`config.mk`:
```
export PLATFORM = sky130hd
export DESIGN_NAME = calc_driver
export DESIGN_NICKNAME = d
export VERILOG_FILES = /design/src/rtl/calc_driver.sv
export SDC_FILE = /design/constraint.sdc
export NUM_CORES = 1
export LEC_CHECK = 0
export ABC_CLOCK_PERIOD_IN_PS = 5600
export BUFFER_PORTS_ARGS = -buffer_cell sky130_fd_sc_hd__buf_2
export CELL_PAD_IN_SITES_DETAIL_PLACEMENT = 2
export CELL_PAD_IN_SITES_GLOBAL_PLACEMENT = 2
export CORE_MARGIN = 2
export CORE_UTILIZATION = 32
export CTS_CLUSTER_SIZE = 16
export DETAILED_ROUTE_END_ITERATION = 7
export GPL_ROUTABILITY_DRIVEN = 0
export PLACE_DENSITY = 0.88
export SLEW_MARGIN = 5
export SYNTH_ARGS = -nofsm -noshare
export SYNTH_HDL_FRONTEND = slang
export SYNTH_SLANG_ARGS = --single-unit
```
`constraint.sdc`:
```
create_clock -name clk -period 5.6 [get_ports clk]
set_input_delay 1.12 -clock clk [delete_from_list [all_inputs] [get_ports clk]]
set_output_delay 1.12 -clock clk [all_outputs]
set_load 0.01 [all_outputs]
```
`src/rtl/calc_driver.sv`:
```
// Command-driven initiator/checker for the 8-bit calculator: issues one operation,
// waits its pipeline latency, captures the result and flags mismatches against a golden value.
module calc_driver #(
    parameter int WIDTH = 8,
    parameter int LAT   = 2,
    parameter int CNT_W = 8
) (
    input  logic             clk,
    input  logic             rst,
    input  logic             cmd_valid,
    output logic             cmd_ready,
    input  logic [WIDTH-1:0] cmd_a,
    input  logic [WIDTH-1:0] cmd_b,
    input  logic [1:0]       cmd_modo,
    output logic             calc_en,
    output logic [WIDTH-1:0] calc_a,
    output logic [WIDTH-1:0] calc_b,
    output logic [1:0]       calc_modo,
    input  logic [WIDTH-1:0] calc_c,
    output logic             res_valid,
    input  logic             res_ready,
    output logic [WIDTH-1:0] res_c,
    output logic             res_err,
    output logic [CNT_W-1:0] err_count
);
    localparam int CW = (LAT > 1) ? $clog2(LAT) : 1;

    typedef enum logic [1:0] {IDLE, ISSUE, CAPTURE, DONE} state_t;

    state_t           state_reg, state_next;
    logic [CW-1:0]    cnt_reg, cnt_next;
    logic             calc_en_reg, calc_en_next;
    logic [WIDTH-1:0] calc_a_reg, calc_a_next;
    logic [WIDTH-1:0] calc_b_reg, calc_b_next;
    logic [1:0]       calc_modo_reg, calc_modo_next;
    logic             res_valid_reg, res_valid_next;
    logic [WIDTH-1:0] res_c_reg, res_c_next;
    logic             res_err_reg, res_err_next;
    logic [CNT_W-1:0] err_count_reg, err_count_next;
    logic [WIDTH-1:0] golden;

    // Golden value is derived from the operands actually presented to the calculator.
    always_comb begin
        golden = '0;
        case (calc_modo_reg)
            2'b00: golden = calc_a_reg + calc_b_reg;
            2'b01: golden = calc_a_reg - calc_b_reg;
            2'b10: golden = calc_a_reg * calc_b_reg;
            2'b11: golden = {calc_a_reg[WIDTH-2:0], 1'b0};
            default: golden = '0;
        endcase
    end

    always_comb begin
        state_next     = state_reg;
        cnt_next       = cnt_reg;
        calc_en_next   = calc_en_reg;
        calc_a_next    = calc_a_reg;
        calc_b_next    = calc_b_reg;
        calc_modo_next = calc_modo_reg;
        res_valid_next = res_valid_reg;
        res_c_next     = res_c_reg;
        res_err_next   = res_err_reg;
        err_count_next = err_count_reg;
        case (state_reg)
            IDLE: begin
                if (cmd_valid) begin
                    calc_a_next    = cmd_a;
                    calc_b_next    = cmd_b;
                    calc_modo_next = cmd_modo;
                    calc_en_next   = 1'b1;
                    cnt_next       = '0;
                    state_next     = ISSUE;
                end
            end
            ISSUE: begin
                if (cnt_reg == CW'(LAT - 1)) begin
                    calc_en_next = 1'b0;
                    state_next   = CAPTURE;
                end else begin
                    cnt_next = cnt_reg + CW'(1);
                end
            end
            CAPTURE: begin
                res_c_next     = calc_c;
                res_err_next   = (calc_c != golden);
                res_valid_next = 1'b1;
                state_next     = DONE;
                // Saturate rather than wrap so a long self-test never reads back as clean.
                if ((calc_c != golden) && (err_count_reg != {CNT_W{1'b1}}))
                    err_count_next = err_count_reg + CNT_W'(1);
            end
            DONE: begin
                if (res_ready) begin
                    res_valid_next = 1'b0;
                    state_next     = IDLE;
                end
            end
            default: state_next = IDLE;
        endcase
    end

    always_ff @(posedge clk) begin
        if (rst) begin
            state_reg     <= IDLE;
            cnt_reg       <= '0;
            calc_en_reg   <= 1'b0;
            calc_a_reg    <= '0;
            calc_b_reg    <= '0;
            calc_modo_reg <= '0;
            res_valid_reg <= 1'b0;
            res_c_reg     <= '0;
            res_err_reg   <= 1'b0;
            err_count_reg <= '0;
        end else begin
            state_reg     <= state_next;
            cnt_reg       <= cnt_next;
            calc_en_reg   <= calc_en_next;
            calc_a_reg    <= calc_a_next;
            calc_b_reg    <= calc_b_next;
            calc_modo_reg <= calc_modo_next;
            res_valid_reg <= res_valid_next;
            res_c_reg     <= res_c_next;
            res_err_reg   <= res_err_next;
            err_count_reg <= err_count_next;
        end
    end

    assign cmd_ready = (state_reg == IDLE) && !rst;
    assign calc_en   = calc_en_reg;
    assign calc_a    = calc_a_reg;
    assign calc_b    = calc_b_reg;
    assign calc_modo = calc_modo_reg;
    assign res_valid = res_valid_reg;
    assign res_c     = res_c_reg;
    assign res_err   = res_err_reg;
    assign err_count = err_count_reg;
endmodule

```
Word-level counts from Yosys, hierarchy flattened
Index checks and enable logic that the tools add are counted.
{"block": "totals", "register_bits": 40, "latchBits": 0, "ramBits": 0, "rom_bits": 0, "output_inout_bits": 38, "elab_cells": 52, "memories": 0}
{"block": "classes", "add_sub_neg": 4, "n_mul": 1, "n_div": 0, "n_lt_le_gt_ge": 0, "n_eq_ne": 11, "shift": 0, "muxes": 13, "n_bitwise": 0, "reduce_logical": 13}
{"operator": "8-bit case mux with 4 select lines", "n": 1}
{"operator": "8-bit by 1-bit adder with 8-bit output (second input constant)", "n": 1}
{"operator": "8-bit adder", "n": 1}
{"operator": "2-bit equality test (second input constant)", "n": 4}
{"operator": "8-bit by 8-bit multiplier with 8-bit output", "n": 1}
{"operator": "8-bit != test", "n": 1}
{"operator": "8-bit != test (second input constant)", "n": 1}
{"operator": "2-bit case mux with 4 select lines", "n": 1}
{"operator": "2-bit AND reduction", "n": 4}
{"operator": "8-bit subtractor", "n": 1}
{"operator": "2-bit two-way mux", "n": 3}
{"operator": "2-bit != test (second input constant)", "n": 3}
{"operator": "1-bit case mux with 2 select lines", "n": 3}
{"operator": "3-bit AND reduction", "n": 2}
{"operator": "1-bit two-way mux", "n": 5}
{"operator": "2-bit by 1-bit equality test with 1-bit output (second input constant)", "n": 2}
{"operator": "2-bit zero test", "n": 2}
{"operator": "2-bit nonzero test", "n": 2}
{"operator": "1-bit logical AND", "n": 2}
{"operator": "1-bit adder (second input constant)", "n": 1}
{"operator": "1-bit zero test", "n": 1}

Longest topological paths before layout
{"block": "logic_depth", "depth_word": 5, "ltp_mapped": 20, "depth_no_buf": 18}

Worst setup path before layout
OpenSTA, ideal clock, no wires.
{"block": "synth_path", "path_type": "register -> register", "from": "register calc_b_reg[4], in the netlist calc_b[4]", "to": "register err_count_reg[7], in the netlist err_count[7]", "setup_time_ns": 0.070, "arrival_time_ns": 4.792, "required_time_ns": 5.530, "slack_ns": 0.738, "path_stages_with_launch": 19, "n_path_buf": 1, "cell_sequence": "dfxtp_1 buf_4 nand2_1 fa_1 fa_1 inv_1 fa_1 inv_1 fa_1 inv_1 ha_1 a21oi_1 xnor3_1 xnor3_1 o211a_1 nor3_4 nor4b_4 or4_1 a21oi_1"}
{"block": "synth_between", "elab_chain_len": 5}
{"item": "start, declared", "line": "34", "text": "logic [WIDTH-1:0] calc_b_reg, calc_b_next;"}
{"item": "start signal, assigned", "line": "120", "text": "calc_b_reg <= calc_b_next;"}
{"item": "8-bit by 8-bit multiplier with 8-bit output (tied with other cells)", "line": "48", "text": "2'b10: golden = calc_a_reg * calc_b_reg;"}
{"item": "8-bit case mux with 4 select lines *", "line": "45", "text": "case (calc_modo_reg)"}
{"item": "8-bit != test *", "line": "90", "text": "if ((calc_c != golden) && (err_count_reg != {CNT_W{1'b1}}))"}
{"item": "1-bit logical AND *", "line": "90"}
{"item": "2-bit AND reduction (no line) *"}
{"item": "end signal, assigned", "line": "125", "text": "err_count_reg <= err_count_next;"}
{"item": "end, declared", "line": "39", "text": "logic [CNT_W-1:0] err_count_reg, err_count_next;"}
Every way passes the cells marked *; elsewhere a longest branch is shown, timed or not.
A chain may end at the register's enable or synchronous reset.

Final worst setup path
{"block": "layout_path", "from": "register calc_a_reg[3], in the netlist calc_a[3]", "to": "register err_count_reg[6], in the netlist err_count[6]"}
{"block": "layout_between", "elab_chain_len": 5}
{"item": "start, declared", "line": "33", "text": "logic [WIDTH-1:0] calc_a_reg, calc_a_next;"}
{"item": "start signal, assigned", "line": "119", "text": "calc_a_reg <= calc_a_next;"}
{"item": "8-bit by 8-bit multiplier with 8-bit output (tied with other cells)", "line": "48"}
{"item": "8-bit case mux with 4 select lines *", "line": "45"}
{"item": "8-bit != test *", "line": "90"}
{"item": "1-bit logical AND *", "line": "90"}
{"item": "2-bit AND reduction (no line) *"}
Marked as above.

==> results.json <==
{
  "status": "finished clean",
  "postCtsHoldBufs": 0,
  "yosys-top-cells-area": "dfxtp_1, ha_1, fa_1",
  "drt_wl_total_um": 10900,
  "synthFlopType": "dfxtp_1",
  "htreeDepth": 2,
  "grt_pass1_wl_um": 18100,
  "fin_skew_ps": 8.46,
  "hp-class": "register to register",
  "cts_sinks": 40,
  "yosysSeqAreaShare_pct": 24.7,
  "synth_cells": 393,
  "worst_pin_slew_ps": 768,
  "period_share_pct": 95.7,
  "power_leakage_uw": 0.00176,
  "reg2reg_slack_ps": 240,
  "cpMaxStageDelayCell": "fa_1",
  "start_kind": "register",
  "cpMostUsedCell": "fa_1",
  "clk_path_buf_depth": 2,
  "criticalPathCategory": "register to register",
  "worstHoldEndpoint": "err_count[6]",
  "synth_area_um2": 3240,
  "start_util_pct": 33.0,
  "cpPeakStageDelay_ps": 560,
  "grt_max_degree": 42,
  "die_area_um2": 10900,
  "vias": 3053,
  "p_total_uw": 1590,
  "grt_overflow_total": 0,
  "async_flop_share_pct": 0,
  "final_period_minus_worst_setup_slack_ps": 5360,
  "avgSynthCellArea_um2": 8.25,
  "crit_arrival_ps": 5590,
  "reg2reg_to": "err_count[6]",
  "path_clk_slew_ps": 90,
  "maxSlewViolCount": 0,
  "yosys_warnings": 0,
  "antenna_found_initial": 0,
  "drc": 0,
  "synth_cell_types": 53,
  "tritoncts": "built",
  "grt_pass1_vias": 3369,
  "firstDrtPassIters": 4,
  "grtUsageTotal_pct": 20.5,
  "fin_nets": 527,
  "detail_route.wl_per_cell_um": 18.6,
  "endpoint_kind": "register",
  "ys_seq_elements": 40,
  "reg2reg_depth": 18,
  "avgViaCountPerCell": 5.19,
  "drive_above_1_share_pct": 21.5,
  "path_buf_inv": 4,
  "antenna_left": 0,
  "required_ps": 5830,
  "cellPowerDensity_nw_per_um2": 417,
  "critPathMaxFanout": 17,
  "final_util_pct": 38.8,
  "hpwlAfterDp_um": 8580,
  "holdWs_ps": 508,
  "dieWidth_um": 105,
  "crit_family": "adder cells",
  "regToRegStartpoint": "calc_a[3]",
  "antenna_cells": 0,
  "die_h_um": 105,
  "hold_viol": 0,
  "ios": 68,
  "portBuffers": 67,
  "cts_setup_buffers": 0,
  "rows": 36,
  "clk_latency_ps": 310,
  "ir_worst_vdd_v": 0.000137,
  "cts_root_buf": "clkbuf_8",
  "drt_iter0_markers": 92,
  "holdPathStages": 2,
  "syn-num-nets": 466,
  "core_um2": 9820,
  "syn_to_final_growth_pct": 17.7,
  "hp-start": "err_count[6]",
  "cap_viol_max_count": 0,
  "timing.slew.headroom_pct": 48.8,
  "synth_edf_count": 0,
  "yosysTopAreaCell": "dfxtp_1",
  "setup_viol": 0,
  "crit_chain": "nand2_1 > fa_1 > fa_1 > inv_1 > fa_1 > inv_1 > fa_1 > inv_1 > ha_1 > a21oi_1 > xnor3_1 > xnor3_1 > o211a_1 > nor3_4 > nor4b_4 > buf_4 > or4_1 > a21oi_1",
  "max_freq_ghz": 0.187,
  "cts_buffers": 5,
  "netlist.area_leader.share_pct": 24.7,
  "path_depth": 18
}
## power breakdown
| group | internal [uW] | switching (uW) | leakage, uW |
|---|---|---|---|
| combinational | 373 | 530 | 0.00137 |
| clock | 134 | 117 | 0.0000548 |
| sequential | 344 | 91.0 | 0.000329 |
## metrics by stage
stage	cell area [um2]	worst slack [ps]	instances	setup TNS [ps]
2_1_floorplan	3240	738	393	0
5_1_grt	3810	-3.59	588	-3.59
4_1_cts	3800	34.6	588	0
3_3_place_gp	3690	414	580	0
6_report	3810	243	588	0
3_5_place_dp	3690	37.6	580	0
## repair_timing
action                                  CTS  global route
resized for setup                         0             7
hold endpoints to repair                  0             0
endpoints found under the setup margin    0             7
## tightest hold or removal path, stage by stage (launching register included)
cell     delay, ps
dfxtp_1        340
o31ai_1         70
a21oi_1         50
## synth_stat cells, drive strengths merged (2+ instances only)
| cell | n |
|---|---|
| fa | 13 |
| nor3 | 7 |
| nand2 | 61 |
| nor4b | 2 |
| inv | 27 |
| a211oi | 3 |
| dfxtp | 40 |
| ha | 30 |
| a21o | 5 |
| o31ai | 7 |
| a31oi | 3 |
| clkbuf | 11 |
| nor2b | 3 |
| o211ai | 3 |
| mux2i | 12 |
| and2 | 12 |
| o21ai | 7 |
| nand2b | 5 |
| xor2 | 7 |
| or4 | 8 |
| xnor3 | 2 |
| and3 | 4 |
| buf | 8 |
| xnor2 | 18 |
| mux2 | 2 |
| nand3 | 9 |
| a21oi | 41 |
| nor2 | 31 |
## layout by cell type (no fill, tap or decap), types with 8 or more instances in the layout
cell type | netlist | routed
a21oi_1 | 41 | 41
and2_1 | 10 | 10
buf_2 | 2 | 67
dfxtp_1 | 40 | 35
fa_1 | 13 | 13
ha_1 | 30 | 30
inv_1 | 27 | 27
mux2i_1 | 12 | 12
nand2_1 | 58 | 58
nand3_1 | 9 | 9
nor2_1 | 30 | 30
or4_1 | 8 | 8
xnor2_1 | 17 | 17
## worst max-delay path by stage
stage,from,to,slack [ps]
2_1_floorplan,calc_b[4],err_count[7],740
3_3_place_gp,calc_b[4],err_count[4],410
3_5_place_dp,calc_b[4],err_count[4],40
4_1_cts,calc_b[4],err_count[4],30
5_1_grt,calc_a[3],err_count[4],-4
6_report,calc_a[3],err_count[6],240
## cells by family (layout without fill, tap and decap cells)
kind of cell               Yosys count  after routing  share of synthesized area (%)
and+or+nand+nor                    148            148                           22.9
AOI/OAI and AO/OA                   75             75                           13.7
buffers and inverters               46            108                           6.22
adders and majority gates           43             43                           19.6
DFF                                 40             40                           24.7
xor gates and xnor gates            27             27                           8.38
muxes                               14             14                           4.40
## area by class of cell
class	instances	area (um2)
clock buffer	5	68.8
clock inverter	3	46.3
fill	1182	6010
timing repair buffer	73	380
inverter	27	101
multi-input combinational	307	2240
sequential	40	812
tap	133	166
## routing by layer
| metal | share of wire, % | GRT usage [%] | wire (um) | up-vias |
|---|---|---|---|---|
| li1 | - | - | - | 1452 |
| met1 | 43 | 24.8 | 4660 | 1528 |
| met2 | 52 | 37.8 | 5650 | 56 |
| met3 | 3.3 | 3.06 | 359 | 17 |
| met4 | 2.2 | 5.43 | 242 | 0 |
| met5 | 0 | 0 | 0 | - |
(Power assumes the default switching activity.)
